===== src/rtl/dpram_port_arbiter.sv =====
// -----------------------------------------------------------------------------
// dpram_port_arbiter
//
// Shares the two ports of a single-clock true dual-port RAM (registered read
// data) between NREQ requesters. Each cycle a round-robin scan starting at
// rr_ptr picks up to two requests: the first asserted request goes to port A,
// and the next one that does not collide with it goes to port B. Two accesses
// collide when they target the same address and at least one of them writes.
// Read data comes back one cycle after the grant, steered to the owning
// requester.
//
// Ports
//   clk        : system clock, all state on the rising edge
//   rst        : synchronous active-high reset
//   req        : per-requester request, held until granted
//   req_we     : per-requester write enable (1 = write, 0 = read)
//   req_addr   : per-requester address, slice i = [i*AW +: AW]
//   req_wdata  : per-requester write data, slice i = [i*DW +: DW]
//   gnt        : grant, at most two bits set, same cycle the request is issued
//   rd_valid   : read data valid for requester i (one cycle after its grant)
//   rd_data    : read data, slice i meaningful when rd_valid[i], else 0
//   ram_*_a/b  : RAM port A / port B address, write data, write enable
//   ram_q_a/b  : RAM port A / port B registered read data
// -----------------------------------------------------------------------------
module dpram_port_arbiter #(
  parameter int NREQ = 4,
  parameter int AW   = 8,
  parameter int DW   = 16
) (
  input  logic               clk,
  input  logic               rst,
  input  logic [NREQ-1:0]    req,
  input  logic [NREQ-1:0]    req_we,
  input  logic [NREQ*AW-1:0] req_addr,
  input  logic [NREQ*DW-1:0] req_wdata,
  output logic [NREQ-1:0]    gnt,
  output logic [NREQ-1:0]    rd_valid,
  output logic [NREQ*DW-1:0] rd_data,
  output logic [AW-1:0]      ram_addr_a,
  output logic [DW-1:0]      ram_data_a,
  output logic               ram_we_a,
  input  logic [DW-1:0]      ram_q_a,
  output logic [AW-1:0]      ram_addr_b,
  output logic [DW-1:0]      ram_data_b,
  output logic               ram_we_b,
  input  logic [DW-1:0]      ram_q_b
);

  localparam int PW = (NREQ > 1) ? $clog2(NREQ) : 1;

  // Unpacked views of the flat request buses.
  logic [AW-1:0] addr_arr  [NREQ];
  logic [DW-1:0] wdata_arr [NREQ];

  logic [PW-1:0] rr_ptr;
  logic [PW-1:0] rr_ptr_nxt;
  logic [PW-1:0] last_idx;

  logic          a_found, b_found;
  logic [PW-1:0] a_idx, b_idx;
  logic [PW:0]   scan_sum;
  logic [PW-1:0] scan_idx;

  logic [NREQ-1:0] b_onehot;
  // Per requester: 1 when its pending read was issued on port B.
  logic [NREQ-1:0] owner_b;

  for (genvar g = 0; g < NREQ; g++) begin : g_unpack
    assign addr_arr[g]  = req_addr[g*AW +: AW];
    assign wdata_arr[g] = req_wdata[g*DW +: DW];
  end

  // Round-robin scan. scan_sum is one bit wider than the pointer so that
  // rr_ptr + k can be wrapped modulo NREQ for any NREQ, not only powers of 2.
  always_comb begin : arbitrate
    // NOTE: every variable gets a default before any conditional assignment,
    // so no path leaves a value held and no latch is inferred.
    a_found  = 1'b0;
    b_found  = 1'b0;
    a_idx    = '0;
    b_idx    = '0;
    scan_sum = '0;
    scan_idx = '0;
    for (int k = 0; k < NREQ; k++) begin
      scan_sum = {1'b0, rr_ptr} + (PW+1)'(k);
      if (scan_sum >= (PW+1)'(NREQ)) begin
        scan_sum = scan_sum - (PW+1)'(NREQ);
      end
      scan_idx = scan_sum[PW-1:0];
      if (req[scan_idx]) begin
        if (!a_found) begin
          a_found = 1'b1;
          a_idx   = scan_idx;
        end else if (!b_found &&
                     !((addr_arr[scan_idx] == addr_arr[a_idx]) &&
                       (req_we[a_idx] || req_we[scan_idx]))) begin
          // Same-address read/read is allowed on both ports; anything
          // involving a write to that address waits for a later cycle.
          b_found = 1'b1;
          b_idx   = scan_idx;
        end
      end
    end
  end

  // Pointer moves just past the last requester granted in scan order.
  always_comb begin : next_ptr
    last_idx   = b_found ? b_idx : a_idx;
    rr_ptr_nxt = (last_idx == PW'(NREQ-1)) ? '0 : last_idx + PW'(1);
  end

  // Grant and RAM port drive; everything is held quiet while rst is high.
  always_comb begin : drive
    gnt        = '0;
    b_onehot   = '0;
    ram_addr_a = '0;
    ram_data_a = '0;
    ram_we_a   = 1'b0;
    ram_addr_b = '0;
    ram_data_b = '0;
    ram_we_b   = 1'b0;
    if (!rst) begin
      if (a_found) begin
        gnt[a_idx] = 1'b1;
        ram_addr_a = addr_arr[a_idx];
        ram_data_a = wdata_arr[a_idx];
        ram_we_a   = req_we[a_idx];
      end
      if (b_found) begin
        gnt[b_idx]      = 1'b1;
        b_onehot[b_idx] = 1'b1;
        ram_addr_b      = addr_arr[b_idx];
        ram_data_b      = wdata_arr[b_idx];
        ram_we_b        = req_we[b_idx];
      end
    end
  end

  always_ff @(posedge clk) begin
    // NOTE: state registers use non-blocking assignments so every flop
    // samples pre-edge values regardless of statement order.
    if (rst) begin
      rr_ptr   <= '0;
      rd_valid <= '0;
      owner_b  <= '0;
    end else begin
      if (a_found) begin
        rr_ptr <= rr_ptr_nxt;
      end
      rd_valid <= gnt & ~req_we;
      owner_b  <= b_onehot;
    end
  end

  // The RAM registers its read data on the same edge that registers
  // rd_valid/owner_b, so the return path is a plain mux with no extra flops.
  for (genvar g = 0; g < NREQ; g++) begin : g_rdata
    assign rd_data[g*DW +: DW] = rd_valid[g] ? (owner_b[g] ? ram_q_b : ram_q_a)
                                             : '0;
  end

endmodule


===== config.mk =====
export PLATFORM = sky130hd
export DESIGN_NAME = dpram_port_arbiter
export DESIGN_NICKNAME = d
export VERILOG_FILES = /design/src/rtl/dpram_port_arbiter.sv
export SDC_FILE = /design/constraint.sdc
export NUM_CORES = 1
export LEC_CHECK = 0
export ABC_AREA = 1
export CAP_MARGIN = 40
export CORE_MARGIN = 5
export CORE_UTILIZATION = 30
export DETAILED_ROUTE_END_ITERATION = 16
export PLACE_DENSITY = 0.65
export SETUP_SLACK_MARGIN = 0.02
export SKIP_CTS_REPAIR_TIMING = 1
export SYNTH_ARGS = -nofsm -noshare
export SYNTH_HDL_FRONTEND = slang
export SYNTH_SLANG_ARGS = --single-unit

===== constraint.sdc =====
create_clock -name clk -period 10.8 [get_ports clk]
set_input_delay 2.16 -clock clk [delete_from_list [all_inputs] [get_ports clk]]
set_output_delay 2.16 -clock clk [all_outputs]
set_load 0.1 [all_outputs]

==> summary.md, run 1 <==
Global routing finished with a remaining overflow of 0. Post-route clock skew: 0.0008103 ns. The first routing iteration left 831 violations. For the number of levels the H-tree was split into, the log shows 1. The Yosys step of the flow raised 0 warnings.

The critical path contains buffers and inverters numbering 4 combined. Static timing analysis puts the maximum clock frequency at 0.1062 GHz. The critical path in this run is classified as in2out. After synthesis, the share of cell area in mux cells is 0%. STA classifies the critical path startpoint as an input port. TritonCTS built the clock tree. The via count of the first global-routing pass came out at 8322. The library cells used most frequently in the layout, excluding fill and tap cells, are 288 x nand2_1, 205 x clkdlybuf4s50_1, 188 x nor2_1. The count of cell types in the netlist came out at 39.

Critical hold path startpoint: rr_ptr[1]$_SDFFE_PP0N_. The sequential element share of the synthesized area is 3.702%, and the final period utilization is 87.15%. Subtracting the final worst setup slack from the clock period gives 9.412 ns. The pin count of the biggest net entering global routing came out at 46.

The synthesized netlist devotes 0.2314% of its cell area to adder and majority cells. Clock-pin slew was measured on the worst setup and hold paths at 0.04 ns. The count of buffers inserted at the top-level ports is 259. After synthesis the netlist holds a flip-flop and latch count of 10.

Of all flip-flops after synthesis, the portion carrying an async set or reset was 0%. During I/O placement, the number of pins put on the boundary was 260. The first detailed-routing pass ran for 8 iterations.

The run gives 49 as the placement row count. For the number of antenna-violating nets in the routed design, the log shows 0. On the critical path the largest part of the delay comes from simple AND/OR/NAND/NOR gates. The mean instance size in the synthesized netlist is 4.815 sq um, and the delay of the slowest critical-path stage is 0.55 ns.

The floorplan step defined a die boundary enclosing 20810 sq um. The total wirelength of the detailed-routed design was 31850 um; the total nets after synthesis was 1262. The initial utilization of the core area, before any placement, comes to 30.31%. The cell area after technology mapping is 5408 sq um. The growth of design area from synthesis to finish works out to 73.58%. For this run, the leading register cell type out of synthesis is dfxtp_1.

For this run, design rule violations remaining after detail routing come to 0. The synthesized netlist devotes 27.95% of its cell area to compound gates. Setup repair after global routing left no endpoint under its margin. The flow ran to the end, and the final reports show no timing, DRC or antenna violations.

The total track usage is 28.35%, and the number of CTS-inserted buffers is 3. The xor-xnor portion of the synthesized cell area is 1.134%. At the end of the flow, the number of nets in the layout was 1543. The worst register-to-register path ends at rd_valid[0]$_SDFF_PP0_. The clock drives 10 sinks. The worst hold path passes through 4 cells. In this run the critical register-to-register path is launched from rr_ptr[0]$_SDFFE_PP0N_.

The largest buffer count on any clock path is 2, and the number of enable-type register cells in the synthesized netlist is 0. After synthesis, the largest family of logic cells by area is simple AND/OR/NAND/NOR gates. The max capacitance violation total was 0.

Among all stages on the critical path, the largest delay is contributed by nand2_1. Across all register-to-register paths, the minimum setup slack is 5.40 ns. The synthesized netlist devotes 53.12% of its cell area to simple gates.

In this run the worst hold path is classified as reg2reg. The clock latency at the later pin of the worst-skew pair was 0.24 ns. Synthesis produced a netlist whose cell count is 1123.

The layout cell share with drive strength beyond 1 was 12.76%. The most frequent standard cell in the layout excluding fill and tap cells was nand2_1. For the wire length of the first global-routing pass, the log shows 46820 um. The path with the worst hold slack has its endpoint at rr_ptr[1]$_SDFFE_PP0N_.

The data arrival time of the critical path is 7.25 ns. For the worst flop-to-flop path, the logic depth is 22. The total via count in the routed design was 9081; the detailed placement HPWL was 25020 um. The final hold violation count came out at 0. The worst setup path is captured at an output pin.

Dividing the detail-routed via count by the number of cells gives 5.561. The total setup violations reported at the end of the flow was 0; the horizontal die dimension was 144.3 um. The cell at the root of the clock tree was clkbuf_16. Routability-driven placement finished with a final weighted congestion of 0.9989.

From bottom edge to top edge, the die measures 144.3 um. The routed wire length per instance is 19.50 um, and the transition time at the pin with the least slew margin is 0.8589 ns. The initial antenna violation count is 0, and the critical-path maximum fanout is 45. Final-report max-slew violation count: 0. For the worst setup path, the data required time is 8.64 ns. The tools report the placeable core region as 17840 sq um.

Measured against its own limit, the worst slew margin works out to 42.39%. Setup total negative slack on the finished layout was measured at 0 ns.
==> sequential cells by signal, summed over array words and instances, names as in the netlist <==
register / count
owner_b: 4
rd_valid: 4
rr_ptr: 2
==> layout make-up <==
| class | count | area, sq um |
|---|---|---|
| diodes | 1 | 2.502 |
| clock buffers | 4 | 88.84 |
| fillers | 1731 | 8454 |
| inverters | 123 | 464.2 |
| multi-input cells | 929 | 4458 |
| flip-flops and latches | 10 | 200.2 |
| well taps | 229 | 286.5 |
| repair buffers | 337 | 3886 |
==> metrics by stage <==
stage          hold slack, ns  instances  instance area [sq um]  setup WS [ns]  util [%]
3_5_place_dp           0.7184       1628                   9295          1.494     52.10
2_1_floorplan          0.6249       1123                   5408        0.09858         -
5_1_grt                0.7604       1632                   9384         0.8338     52.60
4_1_cts                0.7269       1632                   9384          1.481     52.60
3_3_place_gp           0.7296       1559                   8009          1.525     44.89
6_report               0.7283       1633                   9387          1.388     52.61
==> tightest hold or removal path, cell delays in order (launching register included) <==
cell and delay (ns):
dfxtp_1 0.42, nand2_1 0.11, nand3_1 0.07, nand2_1 0.05
inv_1 0.03
==> logic make-up after synthesis <==
logic type | after synthesis
AND/OR/NAND/NOR | 657
AO/OA/AOI/OAI | 264
buffers and inverters | 184
flip-flops | 10
XOR/XNOR | 7
adder cells (fa/ha/maj) | 1
==> layer usage <==
| metal | part of all wire, % | track usage (%) | vias up |
|---|---|---|---|
| met1 | 37 | 34.48 | 4124 |
| met4 | 4.1 | 11.63 | 0 |
| met5 | 0 | 0 | - |
| met3 | 10 | 4.167 | 98 |
| li1 | - | - | 4286 |
| met2 | 49 | 49.95 | 573 |
==> cells in the mapped netlist (2+ instances only) <==
master / number / area share, %
o211ai_2: 2 / 0.46
nand2_1: 288 / 20
nand4_1: 2 / 0.23
xor2_1: 7 / 1.1
nand3_1: 119 / 11
inv_2: 7 / 0.49
nor2_1: 188 / 13
o221ai_1: 10 / 1.6
buf_4: 5 / 0.69
clkbuf_1: 30 / 2.1
or2_2: 3 / 0.35
nor2_4: 2 / 0.42
nand3_2: 6 / 1.1
dfxtp_1: 10 / 3.7
nand2_4: 2 / 0.42
nand3b_1: 28 / 3.9
a221oi_1: 2 / 0.32
o211ai_1: 12 / 1.7
o21ai_0: 153 / 14
a211oi_1: 15 / 2.1
o21ai_1: 17 / 1.6
inv_1: 113 / 7.8
o22ai_1: 31 / 3.6
nand2_2: 16 / 1.9
a21oi_1: 17 / 1.6
clkinv_1: 2 / 0.14
buf_2: 24 / 2.2
==> how the worst max path moves through the flow <==
stage           start       endpoint  cells after the start
2_1_floorplan  req[3]  ram_data_a[5]                     17
3_3_place_gp   req[3]  ram_addr_b[3]                     26
3_5_place_dp   req[3]  ram_data_b[1]                     25
4_1_cts        req[3]  ram_data_b[1]                     25
5_1_grt        req[3]  ram_data_b[1]                     25
6_report       req[3]  ram_data_b[0]                     25
Power of run 1 is left out: the tool's default activity adds up to more than one toggle a clock period on the data nets, which glitch-free logic cannot reach.
==> inputs of run 2 (changes only) <==
- CAP_MARGIN: 40 -> 20
- CORE_UTILIZATION: 30 -> 46
- PLACE_DENSITY: 0.65 -> 0.92
==> run 2 against run 1 <==
  * Count of clock-buffer cells in the layout shrank 1
  * Clock skew rose by 0.00061 ns
  * Setup slack worse by 0.10 ns
  * Largest cell class unchanged
==> summary.md, run 2 (synthesis results as in run 1) <==
Leading registers by flop count: owner_b (4), rd_valid (4), rr_ptr (2) (unchanged). The placeable core region is 11470 sq um (was 17840 sq um). The tools report the startpoint type of the worst setup path as an input port (unchanged). Among the stages of the critical path, the cell type that occurs most often is nand2_1. Overall die area: 14020 sq um (was 20810 sq um).

Number of fillers in the final layout: 1131 (was 1731). The minimum clock period after layout was 9.516 ns (was 9.412 ns); the buffers plus inverters on the worst setup path was 6 (was 4). The total overflow reported by the global router was 0 (unchanged); the routability congestion estimate from global placement was 1.091 (was 0.9989). The first-pass iteration count of the detailed router is 6 (was 8). The tools report the top-level I/O count as 260 (unchanged). The final-report max-slew violation count is 0 (unchanged). The headroom to the max-slew limit is 29.55% (was 42.39%), and the critical-path maximum fanout is 45 (unchanged). The final period utilization came out at 88.11% (was 87.15%).

Worst path required time: 8.64 ns (about the same). The max capacitance violation total was 0 (unchanged). TritonCTS built the clock tree.

The logs give 50 (was 46) for the pin count of the biggest net entering global routing and 37.09% (was 28.35%) for the total track usage. The vias per cell was 5.943 (was 5.561); the detailed placement HPWL was 22130 um (was 25020 um). Commonest cells after routing, fill and taps aside: 288 x nand2_1, 205 x clkdlybuf4s50_1, 188 x nor2_1 (unchanged).

The CTS clock-pin slew for the worst setup and hold paths came out at 0.04 ns (about the same). The placement row count is 39 (was 49). The footprint of the multi-input gates was 4458 sq um (unchanged).

Layout net count: 1473 (was 1543). Most frequent standard cell in the layout excluding fill and tap cells: nand2_1 (unchanged). The delay of the slowest critical-path stage came out at 0.47 ns (was 0.55 ns). Peak clock frequency supported by timing: 0.1051 GHz (was 0.1062 GHz). The wire length of the first global-routing pass is 43150 um (was 46820 um).

The run gives 1 (unchanged) as the number of levels the H-tree was split into. The total clock sinks is 10 (unchanged), and the number of DRC markers in iteration 0 is 1199 (was 831). The tools report the register area as 200.2 sq um (unchanged). The logs give 0 (unchanged) for the number of antenna-violating nets in the routed design and 0.7307 ns (was 0.7283 ns) for the minimum hold slack. The data arrival time of the critical path is 7.36 ns (was 7.25 ns). The flow ran to the end, and the final reports show no timing, DRC or antenna violations. The number of CTS-inserted buffers is 3 (unchanged). The final setup TNS was 0 ns (unchanged). The count of inserted antenna diode cells was 0 (was 1); the routed wire length per instance was 18.99 um (was 19.50 um). The nature of the critical path endpoint was an output pin (unchanged). The transition time at the pin with the least slew margin came out at 1.053 ns (was 0.8589 ns). The tools report the total wirelength of the detailed-routed design as 28010 um (was 31850 um). The growth of design area from synthesis to finish came out at 45.97% (was 73.58%).

Family with the most delay on the worst path: simple AND/OR/NAND/NOR gates (unchanged). The final standard cell utilization of the core was 68.84% (was 52.61%). Initial antenna violation count: 0 (unchanged). The layout cell share with drive strength beyond 1 works out to 8.108% (was 12.76%). The type of the setup path with the least slack is in2out (unchanged). The post-route clock skew is 0.001425 ns (was 0.0008103 ns), and the largest buffer count on any clock path is 2 (unchanged).

Cell with the biggest individual delay on the critical path: clkdlybuf4s50_1 (was nand2_1). The tools report the via count of the first global-routing pass as 7945 (was 8322). Setup repair after global routing left no endpoint under its margin. The starting density of the core was 47.16% (was 30.31%).

The tools report the cell at the root of the clock tree as clkbuf_16 (unchanged). For the final hold violation count, the log shows 0 (unchanged). Clock latency at the later pin of the worst-skew pair: 0.23 ns (was 0.24 ns).

The worst min-delay path class was reg2reg (unchanged). The count of buffers inserted at the top-level ports is 259 (unchanged). For the DRC violations left, the log shows 0 (unchanged). The total setup violations reported at the end of the flow is 0 (unchanged), and the horizontal die dimension is 118.4 um (was 144.3 um). The total via count in the routed design was 8766 (was 9081); the die height was 118.4 um (was 144.3 um).
## run 2: cell count changes in the layout (fill, tap and decap cells not counted), sizes merged
cell,before,now
buf,132,62
clkbuf,4,3
diode,1,0
## run 2: area by class of cell
type | count | area share (%)
multi-input combinational | 929 | 56.47
sequential | 10 | 2.536
timing repair buffer | 267 | 31.89
inverter | 123 | 5.880
clock buffer | 3 | 0.9510
tap | 143 | 2.267
## run 2: worst register-to-register path, stage by stage (launching register included)
cell     delay (ns)
dfxtp_1        0.30
buf_4          0.43
inv_2          0.25
nand2_1        0.15
nand3_2        0.13
nand2_2        0.17
ha_1           0.16
buf_4          0.30
inv_1          0.07
nand3_1        0.08
nand2_1        0.40
nand2_2        0.32
nand2_1        0.45
nand2_1        0.22
nand2_1        0.07
nand2_1        0.06
nand3_1        0.09
nand2_1        0.10
nor2_1         0.04
nand2_1        0.05
nor2_1         0.04
nand2_1        0.07
nand2_2        0.08
a21oi_1        0.72
nor2_2         0.23
nand2_1        0.23
a21oi_1        0.09
## run 2: per-stage QoR
stage,cells,setup slack (ns),area [sq um]
after floorplan,1123,0.09858,5408
after global placement,1472,1.671,7819
after detailed placement,1472,1.447,7819
after CTS,1475,1.439,7894
after global routing,1475,0.8343,7894
final,1475,1.284,7894
## run 2: path summary, 6_finish.rpt
| check | start | to | slack, ns | cells past startpoint |
|---|---|---|---|---|
| max reg2reg | rr_ptr[0]$_SDFFE_PP0N_ | rd_valid[0]$_SDFF_PP0_ | 5.39 | 26 |
| max | req[3] | ram_data_b[0] | 1.28 | 26 |
| min | rr_ptr[1]$_SDFFE_PP0N_ | rr_ptr[1]$_SDFFE_PP0N_ | 0.73 | 4 |
| min reg2reg | rr_ptr[1]$_SDFFE_PP0N_ | rr_ptr[1]$_SDFFE_PP0N_ | 0.73 | 4 |
## run 2: per-layer routing
metal / up-vias / GRT usage, % / wire (um)
met5: - / 0 / 0
met4: 0 / 18.36 / 1673
met3: 126 / 6.734 / 3297
met2: 630 / 64.06 / 13220
met1: 3874 / 44.01 / 9820
li1: 4136 / - / -
Power of run 2 is left out for the same reason.
